$ cat src/rtl/teclado_pkg.sv
// Shared definitions for the keypad scanner and its driver: state encoding,
// default timing parameters and matrix dimensions.
package teclado_pkg;

  typedef enum logic [1:0] {
    ST_SCAN    = 2'd0,
    ST_CONFIRM = 2'd1,
    ST_HELD    = 2'd2
  } estado_t;

  localparam int unsigned SCAN_DIV_PADRAO = 50000;
  localparam int unsigned DEBOUNCE_PADRAO = 4;

  localparam int unsigned NUM_LINHAS  = 4;
  localparam int unsigned NUM_COLUNAS = 4;

endpackage

$ cat src/rtl/varredor_teclado_if.sv
// Keypad-side lines plus the decoded key report consumed by the keypad driver.
interface varredor_teclado_if;
  import teclado_pkg::*;

  logic [NUM_LINHAS-1:0]  linhas_in;
  logic [NUM_COLUNAS-1:0] colunas_out;
  logic [3:0]             linha;
  logic [3:0]             coluna;
  logic                   valido;
  logic                   pressionado;

  modport master (
    input  linhas_in,
    output colunas_out,
    output linha,
    output coluna,
    output valido,
    output pressionado
  );

  modport slave (
    output linhas_in,
    input  colunas_out,
    input  linha,
    input  coluna,
    input  valido,
    input  pressionado
  );

endinterface

$ cat src/rtl/sincronizador_2ff.sv
// Two-flop synchronizer for asynchronous level inputs; resets to all ones
// so idle pulled-up lines read as released.
module sincronizador_2ff #(
  parameter int unsigned LARGURA = 4
) (
  input  logic               clk,
  input  logic               rst,
  input  logic [LARGURA-1:0] d_i,
  output logic [LARGURA-1:0] q_o
);

  logic [LARGURA-1:0] meta_q;
  logic [LARGURA-1:0] sinc_q;

  always_ff @(posedge clk) begin
    if (rst) begin
      meta_q <= '1;
      sinc_q <= '1;
    end else begin
      meta_q <= d_i;
      sinc_q <= meta_q;
    end
  end

  assign q_o = sinc_q;

endmodule

$ cat src/rtl/varredor_teclado.sv
// 4x4 matrix keypad scanner: strobes columns, debounces a single pressed key
// and reports its row/column once per press with a one-cycle valido strobe.
module varredor_teclado
  import teclado_pkg::*;
#(
  parameter int unsigned SCAN_DIV = SCAN_DIV_PADRAO,
  parameter int unsigned DEBOUNCE = DEBOUNCE_PADRAO
) (
  input  logic                clk,
  input  logic                rst,
  varredor_teclado_if.master  bus
);

  localparam int unsigned CW = (SCAN_DIV > 1) ? $clog2(SCAN_DIV) : 1;
  localparam int unsigned DW = $clog2(DEBOUNCE + 1);

  logic [3:0]    ls;
  logic [CW-1:0] cont_q;
  logic          tick;
  logic [1:0]    ci_q;
  estado_t       estado_q;
  logic [1:0]    cand_lin_q;
  logic [1:0]    cand_col_q;
  logic [DW-1:0] cnt_q;
  logic [DW-1:0] rel_q;
  logic [1:0]    linha_q;
  logic [1:0]    coluna_q;
  logic          valido_q;
  logic          pressionado_q;
  logic [1:0]    ri;
  logic          unica;

  sincronizador_2ff #(
    .LARGURA (NUM_LINHAS)
  ) u_sinc (
    .clk (clk),
    .rst (rst),
    .d_i (bus.linhas_in),
    .q_o (ls)
  );

  assign tick = (cont_q == CW'(SCAN_DIV - 1));

  // Exactly one row low is a usable press; anything else counts as no key.
  always_comb begin
    ri    = 2'd0;
    unica = 1'b0;
    case (ls)
      4'b1110: begin ri = 2'd0; unica = 1'b1; end
      4'b1101: begin ri = 2'd1; unica = 1'b1; end
      4'b1011: begin ri = 2'd2; unica = 1'b1; end
      4'b0111: begin ri = 2'd3; unica = 1'b1; end
      default: begin ri = 2'd0; unica = 1'b0; end
    endcase
  end

  always_ff @(posedge clk) begin
    if (rst) begin
      cont_q        <= '0;
      ci_q          <= 2'd0;
      estado_q      <= ST_SCAN;
      cand_lin_q    <= 2'd0;
      cand_col_q    <= 2'd0;
      cnt_q         <= '0;
      rel_q         <= '0;
      linha_q       <= 2'd0;
      coluna_q      <= 2'd0;
      valido_q      <= 1'b0;
      pressionado_q <= 1'b0;
    end else begin
      valido_q <= 1'b0;
      cont_q   <= tick ? '0 : cont_q + 1'b1;
      if (tick) begin
        case (estado_q)
          ST_SCAN: begin
            if (unica) begin
              cand_lin_q <= ri;
              cand_col_q <= ci_q;
              cnt_q      <= DW'(1);
              if (DEBOUNCE == 1) begin
                linha_q       <= ri;
                coluna_q      <= ci_q;
                valido_q      <= 1'b1;
                pressionado_q <= 1'b1;
                rel_q         <= '0;
                estado_q      <= ST_HELD;
              end else begin
                estado_q <= ST_CONFIRM;
              end
            end else begin
              ci_q <= ci_q + 2'd1;
            end
          end
          ST_CONFIRM: begin
            if (unica && (ri == cand_lin_q)) begin
              cnt_q <= cnt_q + 1'b1;
              if ((cnt_q + 1'b1) == DW'(DEBOUNCE)) begin
                linha_q       <= cand_lin_q;
                coluna_q      <= cand_col_q;
                valido_q      <= 1'b1;
                pressionado_q <= 1'b1;
                rel_q         <= '0;
                estado_q      <= ST_HELD;
              end
            end else begin
              estado_q <= ST_SCAN;
              ci_q     <= ci_q + 2'd1;
            end
          end
          ST_HELD: begin
            if (ls == 4'b1111) begin
              if ((rel_q + 1'b1) == DW'(DEBOUNCE)) begin
                rel_q         <= '0;
                pressionado_q <= 1'b0;
                estado_q      <= ST_SCAN;
                ci_q          <= ci_q + 2'd1;
              end else begin
                rel_q <= rel_q + 1'b1;
              end
            end else begin
              rel_q <= '0;
            end
          end
          default: estado_q <= ST_SCAN;
        endcase
      end
    end
  end

  assign bus.colunas_out = ~(4'b0001 << ci_q);
  assign bus.linha       = {2'b00, linha_q};
  assign bus.coluna      = {2'b00, coluna_q};
  assign bus.valido      = valido_q;
  assign bus.pressionado = pressionado_q;

endmodule

$ cat src/flat_wrapper.sv
// flat-port wrapper written by rule: the top's interface ports become plain ports
module varredor_teclado_flat import teclado_pkg::*;
#(
  parameter int unsigned SCAN_DIV = SCAN_DIV_PADRAO,
  parameter int unsigned DEBOUNCE = DEBOUNCE_PADRAO
)
  (clk, rst, bus_linhas_in, bus_colunas_out, bus_linha, bus_coluna, bus_valido, bus_pressionado);
  varredor_teclado_if bus_i ();
  input  logic clk;
  input  logic rst;
  input wire logic [$bits(bus_i.linhas_in)-1:0] bus_linhas_in;
  output wire logic [$bits(bus_i.colunas_out)-1:0] bus_colunas_out;
  output wire logic [$bits(bus_i.linha)-1:0] bus_linha;
  output wire logic [$bits(bus_i.coluna)-1:0] bus_coluna;
  output wire logic [$bits(bus_i.valido)-1:0] bus_valido;
  output wire logic [$bits(bus_i.pressionado)-1:0] bus_pressionado;
  assign bus_i.linhas_in = bus_linhas_in;
  assign bus_colunas_out = bus_i.colunas_out;
  assign bus_linha = bus_i.linha;
  assign bus_coluna = bus_i.coluna;
  assign bus_valido = bus_i.valido;
  assign bus_pressionado = bus_i.pressionado;
  varredor_teclado #(.SCAN_DIV(SCAN_DIV), .DEBOUNCE(DEBOUNCE)) u_core (.clk(clk), .rst(rst), .bus(bus_i));
endmodule
$ cat config.mk
export PLATFORM = sky130hd
export DESIGN_NAME = varredor_teclado_flat
export DESIGN_NICKNAME = d
export VERILOG_FILES = /design/src/rtl/teclado_pkg.sv /design/src/rtl/varredor_teclado_if.sv /design/src/rtl/sincronizador_2ff.sv /design/src/rtl/varredor_teclado.sv /design/src/flat_wrapper.sv
export SDC_FILE = /design/constraint.sdc
export NUM_CORES = 1
export LEC_CHECK = 0
export BUFFER_PORTS_ARGS = -buffer_cell sky130_fd_sc_hd__buf_2
export CAP_MARGIN = 20
export CORE_MARGIN = 4
export CORE_UTILIZATION = 45
export DETAILED_ROUTE_END_ITERATION = 8
export PLACE_DENSITY_LB_ADDON = 0.2
export SLEW_MARGIN = 10
export SYNTH_ARGS = -nofsm -noshare
export SYNTH_HDL_FRONTEND = slang
export SYNTH_HIERARCHICAL = 1
export SYNTH_SLANG_ARGS = --single-unit
$ cat constraint.sdc
create_clock -name clk -period 4.63 [get_ports clk]
set_clock_uncertainty 0.15 [all_clocks]
set_input_delay 0.2315 -clock clk [delete_from_list [all_inputs] [get_ports clk]]
set_output_delay 0.2315 -clock clk [all_outputs]
set_load 0.01 [all_outputs]
==> flow_metrics.py, run 1 <==
metrics = {
    "outcome": {
        "status": "finished, final reports clean",
    },
    "pwr": {
        "irDropWorstVdd_uv": 149,
        "p_leak_nw": 0.928,
        "p_per_area_nw_per_um2": 287,
    },
    "sta": {
        "maxSlewViolCount": 0,
        "fmax_mhz": 385,
        "layout_setup_ws_ns": 2.04,
        "worst_pin_slew_ns": 0.692,
        "max-slew-margin-rel": 0.534,
        "setup_tns_ns": 0,
        "rsz0062_at_grt": "no",
        "setup_viol": 0,
        "hold_viol": 0,
        "min_period_ns": 2.59,
        "fin_crit_sh": 0.560,
    },
    "clocking": {
        "root_buffer": "clkbuf_8",
        "cts_resized": 0,
        "cts.path.max_buffers": 2,
        "cts_hold_buffers": 4,
        "cts_tree": "built",
        "cts_setup_buffers": 0,
        "htree_levels": 2,
        "cts_inserted_buffers": 5,
        "clk_pin_slew_ns": 0.08,
        "clk_latency_ns": 0.29,
        "cts.sinks": 44,
    },
    "worst_setup_path": {
        "cp.required_ns": 4.71,
        "worstReg2RegEnd": "u_core/rel_q[0]$_SDFFE_PP0P_",
        "critPathKind": "flip-flop to flip-flop",
        "rrSetupSlack_ns": 2.04,
        "crit_arrival_ns": 2.68,
        "start_kind": "flip-flop",
        "reg2reg_depth": 5,
        "path_max_fanout": 9,
        "reg2reg_from": "u_core/cont_q[4]$_SDFF_PP0_",
        "critPathLaunch": "u_core/cont_q[4]$_SDFF_PP0_",
        "critPathCaptureType": "flip-flop",
    },
    "worst_hold_path": {
        "hp-start": "u_core/u_sinc/meta_q[1]$_SDFF_PP1_",
        "hold_class": "flip-flop to flip-flop",
        "min_to": "u_core/u_sinc/q_o[1]$_SDFF_PP1_",
        "holdPathStages": 1,
    },
    "final_layout": {
        "num-fill-cells": 478,
        "finish.utilization": 0.520,
        "drive_above_1_share": 0.112,
        "area_growth_pct": 10.6,
        "layout.nets": 281,
        "instances_no_fill": 334,
        "diodes": 0,
    },
    "logic_synthesis": {
        "synth.avg_cell_area_um2": 8.84,
        "synthArstFlopShare": 0,
        "yosys.area.top_type_share": 0.394,
        "yosysUniqueCellTypes": 53,
        "ys_seq_area_frac": 0.394,
        "synth_edf_count": 0,
        "synth_top_cell_by_area": "dfxtp_1",
        "synth_top_cells_by_area": "dfxtp_1 (39%), ha_1 (5.0%), xor2_1 (4.7%)",
        "synth_cells": 253,
        "synthFlopType": "dfxtp_1",
        "ys_seq_elements": 44,
        "synth_area_um2": 2240,
        "yosys_warnings": 6,
    },
    "drt": {
        "antenna_left": 0,
        "vias_per_cell": 5.25,
        "wl_per_cell_um": 12.2,
        "drc": 0,
        "drtIter0Drc": 90,
        "vias": 1753,
        "drt_wl_total_um": 4070,
        "drt_first_pass_iters": 5,
    },
    "global_routing": {
        "grt_usage": 0.143,
        "gr-total-overflow": 0,
        "grt_max_degree": 37,
        "antenna_found_initial": 0,
        "grt_pass1_vias": 1576,
        "grt_pass1_wl_um": 7120,
    },
    "placement": {
        "post-dp-hpwl_um": 2940,
        "place.gp.congestion": 0.898,
        "post-place-ws_ns": 2.04,
        "portBuffers": 15,
        "dp.cells": 322,
    },
    "floorplan": {
        "core_um2": 4750,
        "dieWidth_um": 78.5,
        "initial_core_util": 0.470,
        "die_area_um2": 6160,
        "ios": 20,
        "die-height_um": 78.5,
        "rows": 25,
    },
    "flow_run": {
        "max_cap_violations": 0,
    },
}
-- area by class of cell --
type                       count  area [µm²]  share of cell area
sequential                    44         881               0.356
inverter                      10        37.5              0.0152
clock inverter                 3        42.5              0.0172
timing repair buffer          19         115              0.0465
multi-input combinational    186        1240               0.503
tap                           67        83.8              0.0339
clock buffer                   5        68.8              0.0278
-- sequential cells by signal, summed over array words and instances, names as in the netlist --
signal and flops:
u_core/bus.valido 1, u_core/coluna_q 2, u_core/u_sinc/meta_q 4, u_core/cand_col_q 2, u_core/cont_q 16, u_core/cnt_q 3
u_core/estado_q 2, u_core/cand_lin_q 2, u_core/u_sinc/q_o 4, u_core/ci_q 2, u_core/rel_q 3, u_core/linha_q 2
u_core/bus.pressionado 1
-- cell families (layout without fill, tap and decap cells) --
kind of cell | after synthesis | count (layout) | synth area share
other | 1 | 4 | 0.00168
multiplexers | 6 | 6 | 0.0280
adder cells (fa/ha/maj) | 9 | 9 | 0.0504
AND/OR/NAND/NOR | 110 | 110 | 0.271
AO/OA/AOI/OAI | 40 | 40 | 0.134
flip-flops | 44 | 44 | 0.394
buffers and inverters | 26 | 37 | 0.0543
XOR/XNOR | 17 | 17 | 0.0666
-- how the worst max path moves through the flow --
stage,endpoint,cells after the start
floorplan,u_core/rel_q[0]$_SDFFE_PP0P_,6
global placement,u_core/rel_q[0]$_SDFFE_PP0P_,5
detailed placement,u_core/rel_q[0]$_SDFFE_PP0P_,5
CTS,u_core/rel_q[0]$_SDFFE_PP0P_,5
global route,u_core/rel_q[0]$_SDFFE_PP0P_,5
finish,u_core/rel_q[0]$_SDFFE_PP0P_,5
-- metal layers --
layer | up-vias | track usage | wire, µm | part of all wire
met4 | 0 | 0.0594 | 84 | 0.021
met2 | 36 | 0.212 | 1680 | 0.41
met3 | 9 | 0.0378 | 184 | 0.045
li1 | 906 | - | - | -
met1 | 802 | 0.195 | 2120 | 0.52
met5 | - | 0 | 0 | 0
-- report_power, final --
part	total [mW]	internal (mW)	switching (mW)
clock	0.290	0.160	0.130
combinational	0.0307	0.0127	0.0180
sequential	0.389	0.383	0.00520
-- critical path: stages, from the launching register on --
cell,delay (ns)
dfxtp_1,0.35
or4b_4,0.55
or4_4,0.60
a311o_4,0.37
a2111o_1,0.38
a21oi_2,0.13
-- through the flow --
step	hold slack (ns)	cell area (µm²)	power [mW]
after floorplan	0.179	2250	0.422
after global placement	0.234	2320	0.425
after detailed placement	0.246	2320	0.426
after CTS	0.261	2470	0.718
after global routing	0.282	2470	0.739
final	0.261	2470	0.709
-- Yosys cell counts (all sizes together) (2+ instances only) --
| cell | n |
|---|---|
| or2 | 8 |
| dfxtp | 44 |
| ha | 9 |
| nand3 | 20 |
| a31oi | 3 |
| nand4 | 2 |
| o21ai | 9 |
| clkbuf | 10 |
| nor2 | 26 |
| inv | 10 |
| nor3b | 2 |
| a311oi | 2 |
| mux2 | 2 |
| xnor2 | 5 |
| nor3 | 6 |
| nor2b | 4 |
| buf | 6 |
| a311o | 2 |
| nor4 | 6 |
| nand2 | 10 |
| mux2i | 4 |
| and3b | 2 |
| xor2 | 12 |
| nand2b | 10 |
| and3 | 3 |
| a21oi | 12 |
| or4 | 3 |
-- layout by cell type, fill, tap and decap left out, types with 8 or more instances in the layout --
| cell | n |
|---|---|
| o21ai_0 | 9 |
| inv_1 | 10 |
| a21oi_1 | 11 |
| nor2_1 | 26 |
| ha_1 | 9 |
| nand2b_1 | 10 |
| nand3_1 | 20 |
| dfxtp_1 | 44 |
| or2_1 | 8 |
| xor2_1 | 12 |
| buf_2 | 15 |
| nand2_1 | 10 |
Note: power is estimated with default switching activity, not from simulation.
==> inputs of run 2 (changes only) <==
--- a/config.mk
+++ b/config.mk
@@ -5,6 +5,7 @@
 export SDC_FILE = /design/constraint.sdc
 export NUM_CORES = 1
 export LEC_CHECK = 0
+export ABC_AREA = 1
 export BUFFER_PORTS_ARGS = -buffer_cell sky130_fd_sc_hd__buf_2
 export CAP_MARGIN = 20
 export CORE_MARGIN = 4
==> constraint.sdc (replaced) <==
create_clock -name clk -period 2.6 [get_ports clk]
set_clock_uncertainty 0.15 [all_clocks]
set_input_delay 0.13 -clock clk [delete_from_list [all_inputs] [get_ports clk]]
set_output_delay 0.13 -clock clk [all_outputs]
set_load 0.01 [all_outputs]
==> flow_metrics.py, run 2 <==
metrics = {
    "worst_setup_path": {
        "path_cells": "ha_1, nand2_1, inv_2, nand2_2, nor2_4, nand4_4, nor2_2, nand3_1, nand2_1, nor2_1",
        "worstReg2RegEnd": "u_core/cnt_q[1]$_SDFFE_PP0P_",
        "rrSetupSlack_ns": 0.79,
        "crit_arrival_ns": 1.86,
        "path_max_fanout": 7,
        "reg2reg_depth": 10,
        "reg2reg_from": "u_core/cont_q[0]$_SDFF_PP0_",
        "critPathKind": "flip-flop to flip-flop",
        "cp.required_ns": 2.64,
        "critPathCaptureType": "flip-flop",
        "slowest_stage": "dfxtp_1",
        "start_kind": "flip-flop",
        "max_stage_delay_ns": 0.36,
        "path_common_cell": "nand2_1",
    },
    "sta": {
        "maxSlewViolCount": 0,
        "min_period_ns": 1.81,
        "hold_viol": 0,
        "fmax_mhz": 552,
        "rsz0062_at_grt": "no",
        "setup_tns_ns": 0,
        "setup_viol": 0,
        "fin_crit_sh": 0.697,
    },
    "clocking": {
        "clk_pin_slew_ns": 0.08,
        "cts_inserted_buffers": 5,
        "cts.sinks": 44,
        "cts_tree": "built",
        "root_buffer": "clkbuf_8",
        "cts.path.max_buffers": 2,
        "htree_levels": 2,
        "clk_latency_ns": 0.30,
    },
    "drt": {
        "drc": 0,
        "drt_wl_total_um": 4160,
        "antenna_left": 0,
        "wl_per_cell_um": 9.94,
        "drt_first_pass_iters": 4,
        "vias_per_cell": 4.49,
        "drtIter0Drc": 111,
        "vias": 1881,
    },
    "global_routing": {
        "grt_util_met1": 0.197,
        "grtUsageMet2": 0.244,
        "grt_max_degree": 16,
        "gr-total-overflow": 0,
        "grt_pass1_wl_um": 7710,
        "grt_usage": 0.151,
        "globalRouteMet3Util": 0.0406,
        "antenna_found_initial": 0,
        "grt_pass1_vias": 1793,
        "grt_busiest_layer": "met2",
    },
    "final_layout": {
        "diodes": 0,
        "finish.utilization": 0.541,
        "largest-register": "u_core/cont_q",
        "largest_reg_flops": 16,
        "mostFrequentLayoutCells": "nand2_1 (75), nor2_1 (48), inv_1 (47)",
        "drive_above_1_share": 0.162,
        "area_growth_pct": 13.6,
        "layout.nets": 366,
        "final_common_cell": "nand2_1",
        "instances_no_fill": 419,
    },
    "pwr": {
        "irDropWorstVdd_uv": 368,
        "p_leak_nw": 1.22,
        "p_per_area_nw_per_um2": 509,
    },
    "placement": {
        "place.gp.congestion": 0.795,
        "portBuffers": 15,
        "post-dp-hpwl_um": 3130,
        "dp.cells": 406,
    },
    "worst_hold_path": {
        "min_to": "u_core/u_sinc/q_o[3]$_SDFF_PP1_",
        "hp-start": "u_core/u_sinc/meta_q[3]$_SDFF_PP1_",
        "hold_class": "flip-flop to flip-flop",
        "holdPathStages": 2,
    },
    "logic_synthesis": {
        "synth_most_common_cell": "nand2_1",
        "ys_seq_elements": 44,
        "synth.avg_cell_area_um2": 7.08,
        "synth_common_cells": "nand2_1 (75), nor2_1 (48), inv_1 (47)",
        "synth_cells": 326,
        "synth_top_cell_by_area": "dfxtp_1",
        "synthFlopType": "dfxtp_1",
        "yosys_warnings": 6,
        "ys_seq_area_frac": 0.382,
        "synthArstFlopShare": 0,
        "yosys.area.top_type_share": 0.382,
        "synth_edf_count": 0,
        "synth_area_um2": 2310,
        "yosysUniqueCellTypes": 35,
        "synth_top_cells_by_area": "dfxtp_1 (38%), nand2_1 (12%), nor2_1 (7.8%)",
    },
    "floorplan": {
        "die_area_um2": 6340,
        "core_um2": 4850,
        "die-height_um": 79.6,
        "dieWidth_um": 79.6,
        "initial_core_util": 0.476,
        "rows": 25,
        "ios": 20,
    },
    "outcome": {
        "status": "finished, final reports clean",
    },
    "flow_run": {
        "max_cap_violations": 0,
    },
}
run 2: metrics by stage:
| step | hold WS (ns) | area (µm²) | worst slack (ns) | total power, mW |
|---|---|---|---|---|
| after floorplan | 0.0524 | 2320 | 0.960 | 0.759 |
| after global placement | 0.150 | 2440 | 0.825 | 0.770 |
| after detailed placement | 0.161 | 2440 | 0.789 | 0.771 |
| after CTS | 0.264 | 2620 | 0.776 | 1.35 |
| after global routing | 0.284 | 2620 | 0.550 | 1.39 |
| final | 0.261 | 2620 | 0.788 | 1.34 |
run 2: worst max-delay path by stage:
stage                                      from                         endpoint  slack (ns)  depth (start not counted)
finish              u_core/cont_q[0]$_SDFF_PP0_     u_core/cnt_q[1]$_SDFFE_PP0P_        0.79                         10
global route        u_core/cont_q[0]$_SDFF_PP0_  u_core/estado_q[0]$_SDFFE_PP0P_        0.55                         12
global placement    u_core/cont_q[0]$_SDFF_PP0_      u_core/ci_q[0]$_SDFFE_PP0P_        0.83                         12
detailed placement  u_core/cont_q[0]$_SDFF_PP0_      u_core/ci_q[0]$_SDFFE_PP0P_        0.79                         12
floorplan           u_core/cont_q[0]$_SDFF_PP0_  u_core/estado_q[0]$_SDFFE_PP0P_        0.96                         12
CTS                 u_core/cont_q[0]$_SDFF_PP0_      u_core/ci_q[0]$_SDFFE_PP0P_        0.78                         12
run 2: layer usage:
metal | part of all wire | up-vias
met5 | 0 | -
met4 | 0.0058 | 0
met3 | 0.052 | 2
met2 | 0.42 | 27
met1 | 0.52 | 802
li1 | - | 1050
run 2: cell type report:
| cell class | count | area, µm² |
|---|---|---|
| tap | 67 | 83.8 |
| fill | 473 | 2230 |
| sequential | 44 | 881 |
| multi-input combinational | 224 | 1190 |
| inverter | 55 | 206 |
| clock inverter | 1 | 30.0 |
| clock buffer | 7 | 96.3 |
| timing repair buffer | 21 | 133 |
run 2: cells by family (layout without fill, tap and decap cells):
group	after synthesis	after routing	synth area share
DFF	44	44	0.382
AOI/OAI and AO/OA	27	27	0.0651
adders and majority gates	9	9	0.0488
other	1	4	0.00163
xor gates and xnor gates	5	5	0.0190
and+or+nand+nor	179	179	0.377
buffers and inverters	61	84	0.107
run 2: what timing repair did:
action,4_1_cts,5_1_grt
hold endpoints to repair,8,0
hold buffers,5,0
resized for setup,0,0
buffers inserted,0,0
run 2: report_power, final:
group / total (mW) / leakage, nW / internal [mW] / switching, mW
Combinational: 0.0721 / 0.802 / 0.0251 / 0.0470
Clock: 0.575 / 0.0645 / 0.339 / 0.236
Sequential: 0.688 / 0.357 / 0.683 / 0.00551
Total: 1.34 / 1.22 / 1.05 / 0.288
run 2: critical path, delay by kind of cell, from the launching register on:
family,cells,cell delay (ns)
adder cells (fa/ha/maj),1,0.18
AND/OR/NAND/NOR,8,0.95
flip-flops,1,0.36
buffers and inverters,1,0.07
==> inputs of run 3 (changes only) <==
==> constraint.sdc (replaced) <==
create_clock -name clk -period 1.5 [get_ports clk]
set_clock_uncertainty 0.15 [all_clocks]
set_input_delay 0.075 -clock clk [delete_from_list [all_inputs] [get_ports clk]]
set_output_delay 0.075 -clock clk [all_outputs]
set_load 0.01 [all_outputs]
==> flow_metrics.py, run 3 (synthesis results as in run 2) <==
metrics = {
    "final_layout": {
        "largest-register": "u_core/cont_q",
        "finish.utilization": 0.691,
        "instances_no_fill": 480,
        "largest_reg_flops": 16,
        "layout.nets": 428,
        "num-fill-cells": 405,
        "diodes": 0,
        "drive_above_1_share": 0.385,
        "mostFrequentLayoutCells": "nand2_1 (67), buf_4 (55), inv_1 (45)",
        "register_area_um2": 893,
        "final_common_cell": "nand2_1",
        "area_growth_pct": 45.1,
        "multi_input_area_um2": 1440,
    },
    "sta": {
        "setup_viol": 32,
        "hold_viol": 0,
        "fmax_mhz": 574,
        "layout_setup_ws_ns": -0.242,
        "rsz0062_at_grt": "yes",
        "min_period_ns": 1.74,
        "fin_crit_sh": 1.16,
        "maxSlewViolCount": 0,
    },
    "global_routing": {
        "grt_max_degree": 15,
        "grt_pass1_vias": 2018,
        "globalRouteMet3Util": 0.0372,
        "grt_busiest_layer": "met2",
        "grtUsageMet2": 0.301,
        "grt_util_met1": 0.216,
        "gr-total-overflow": 0,
        "grt_usage": 0.174,
        "antenna_found_initial": 0,
        "grt_pass1_wl_um": 8790,
    },
    "floorplan": {
        "rows": 25,
        "die_area_um2": 6340,
        "dieWidth_um": 79.6,
        "core_um2": 4850,
        "ios": 20,
        "die-height_um": 79.6,
        "initial_core_util": 0.476,
    },
    "worst_setup_path": {
        "critPathCaptureType": "flip-flop",
        "critPathLaunch": "u_core/cont_q[1]$_SDFF_PP0_",
        "critPathKind": "flip-flop to flip-flop",
        "path_max_fanout": 5,
        "crit_arrival_ns": 1.79,
        "reg2reg_from": "u_core/cont_q[1]$_SDFF_PP0_",
        "start_kind": "flip-flop",
        "cp.required_ns": 1.54,
        "rrSetupSlack_ns": -0.24,
    },
    "drt": {
        "vias": 2273,
        "antenna_left": 0,
        "drtIter0Drc": 83,
        "drt_wl_total_um": 5470,
        "vias_per_cell": 4.74,
        "drc": 0,
        "wl_per_cell_um": 11.4,
        "drt_first_pass_iters": 5,
    },
    "placement": {
        "dp.cells": 447,
        "post-dp-hpwl_um": 3500,
        "place.gp.congestion": 0.797,
        "portBuffers": 15,
        "post-place-ws_ns": -0.227,
    },
    "clocking": {
        "clk_pin_slew_ns": 0.08,
        "clk_latency_ns": 0.29,
        "root_buffer": "clkbuf_8",
        "cts.path.max_buffers": 2,
        "htree_levels": 2,
        "cts_tree": "built",
        "cts_inserted_buffers": 5,
        "cts.sinks": 44,
    },
    "pwr": {
        "total_power_mw": 2.20,
        "p_leak_nw": 1.57,
        "irDropWorstVdd_uv": 473,
        "p_per_area_nw_per_um2": 656,
    },
    "outcome": {
        "violations": "negative setup slack",
        "status": "complete, but fails checks",
    },
    "worst_hold_path": {
        "hp-start": "rst",
        "hold_class": "input pin to flip-flop",
    },
    "flow_run": {
        "max_cap_violations": 0,
    },
}
## run 3: cell count changes in the layout (fill, tap and decap cells not counted), moves of 5 or more
| cell | change |
|---|---|
| a21oi_1 | -5 |
| a21oi_2 | +5 |
| buf_4 | +54 |
| dfxtp_1 | -10 |
| dfxtp_2 | +10 |
| dlygate4sd3_1 | +5 |
| nand2_1 | -8 |
| nand3_1 | -5 |
| nor2_1 | -9 |
| nor2_4 | +8 |
## run 3: critical path: stages, from the launching register on
cell	delay (ns)
dfxtp_2	0.36
ha_4	0.15
nand2_4	0.06
inv_4	0.06
nand2_4	0.05
nor2_4	0.11
inv_2	0.07
nor2_4	0.13
nand2_1	0.08
nor2_1	0.12
nand2_1	0.13
a21oi_2	0.13
nor2_1	0.05
## run 3: final timing paths
kind / end / cells after the start
worst max-delay path: u_core/estado_q[0]$_SDFFE_PP0P_ / 12
worst min-delay path: u_core/rel_q[2]$_SDFFE_PP0P_ / 4
worst max register to register: u_core/estado_q[0]$_SDFFE_PP0P_ / 12
worst min register to register: u_core/u_sinc/q_o[3]$_SDFF_PP1_ / 2
## run 3: cell type report
type                       instances  area share
clock buffer                       7      0.0288
inverter                          55      0.0624
multi-input combinational        225       0.431
sequential                        44       0.267
tap                               67      0.0250
timing repair buffer              82       0.186
## run 3: through the flow
step                hold WS (ns)  instance area (µm²)  setup TNS [ns]
finish                     0.201                 3350           -4.49
global route               0.215                 3350           -7.89
CTS                       -0.123                 3130           -3.05
detailed placement         0.104                 2800           -5.40
global placement          0.0945                 2800           -4.53
floorplan               -0.00262                 2370           -1.41
## run 3: what timing repair did
action,in CTS,in global routing
gates resized for setup,23,34
endpoints found under the hold margin,12,4
gates cloned,1,0
setup buffers,5,10
endpoints found under the setup margin,36,36
pin swaps,17,17
hold buffers,9,1
## run 3: power by group
part / total [mW] / switching [mW] / leakage [nW] / internal, mW
clock: 0.784 / 0.374 / 0.0503 / 0.410
sequential: 1.20 / 0.0121 / 0.358 / 1.19
combinational: 0.216 / 0.122 / 1.16 / 0.0935
total: 2.20 / 0.508 / 1.57 / 1.69
## run 3: per-layer routing
layer | vias up | share of wire | routed length, µm
met3 | 2 | 0.042 | 229
met4 | 0 | 0.0051 | 28
met5 | - | 0 | 0
met1 | 1042 | 0.45 | 2480
li1 | 1186 | - | -
met2 | 43 | 0.50 | 2730
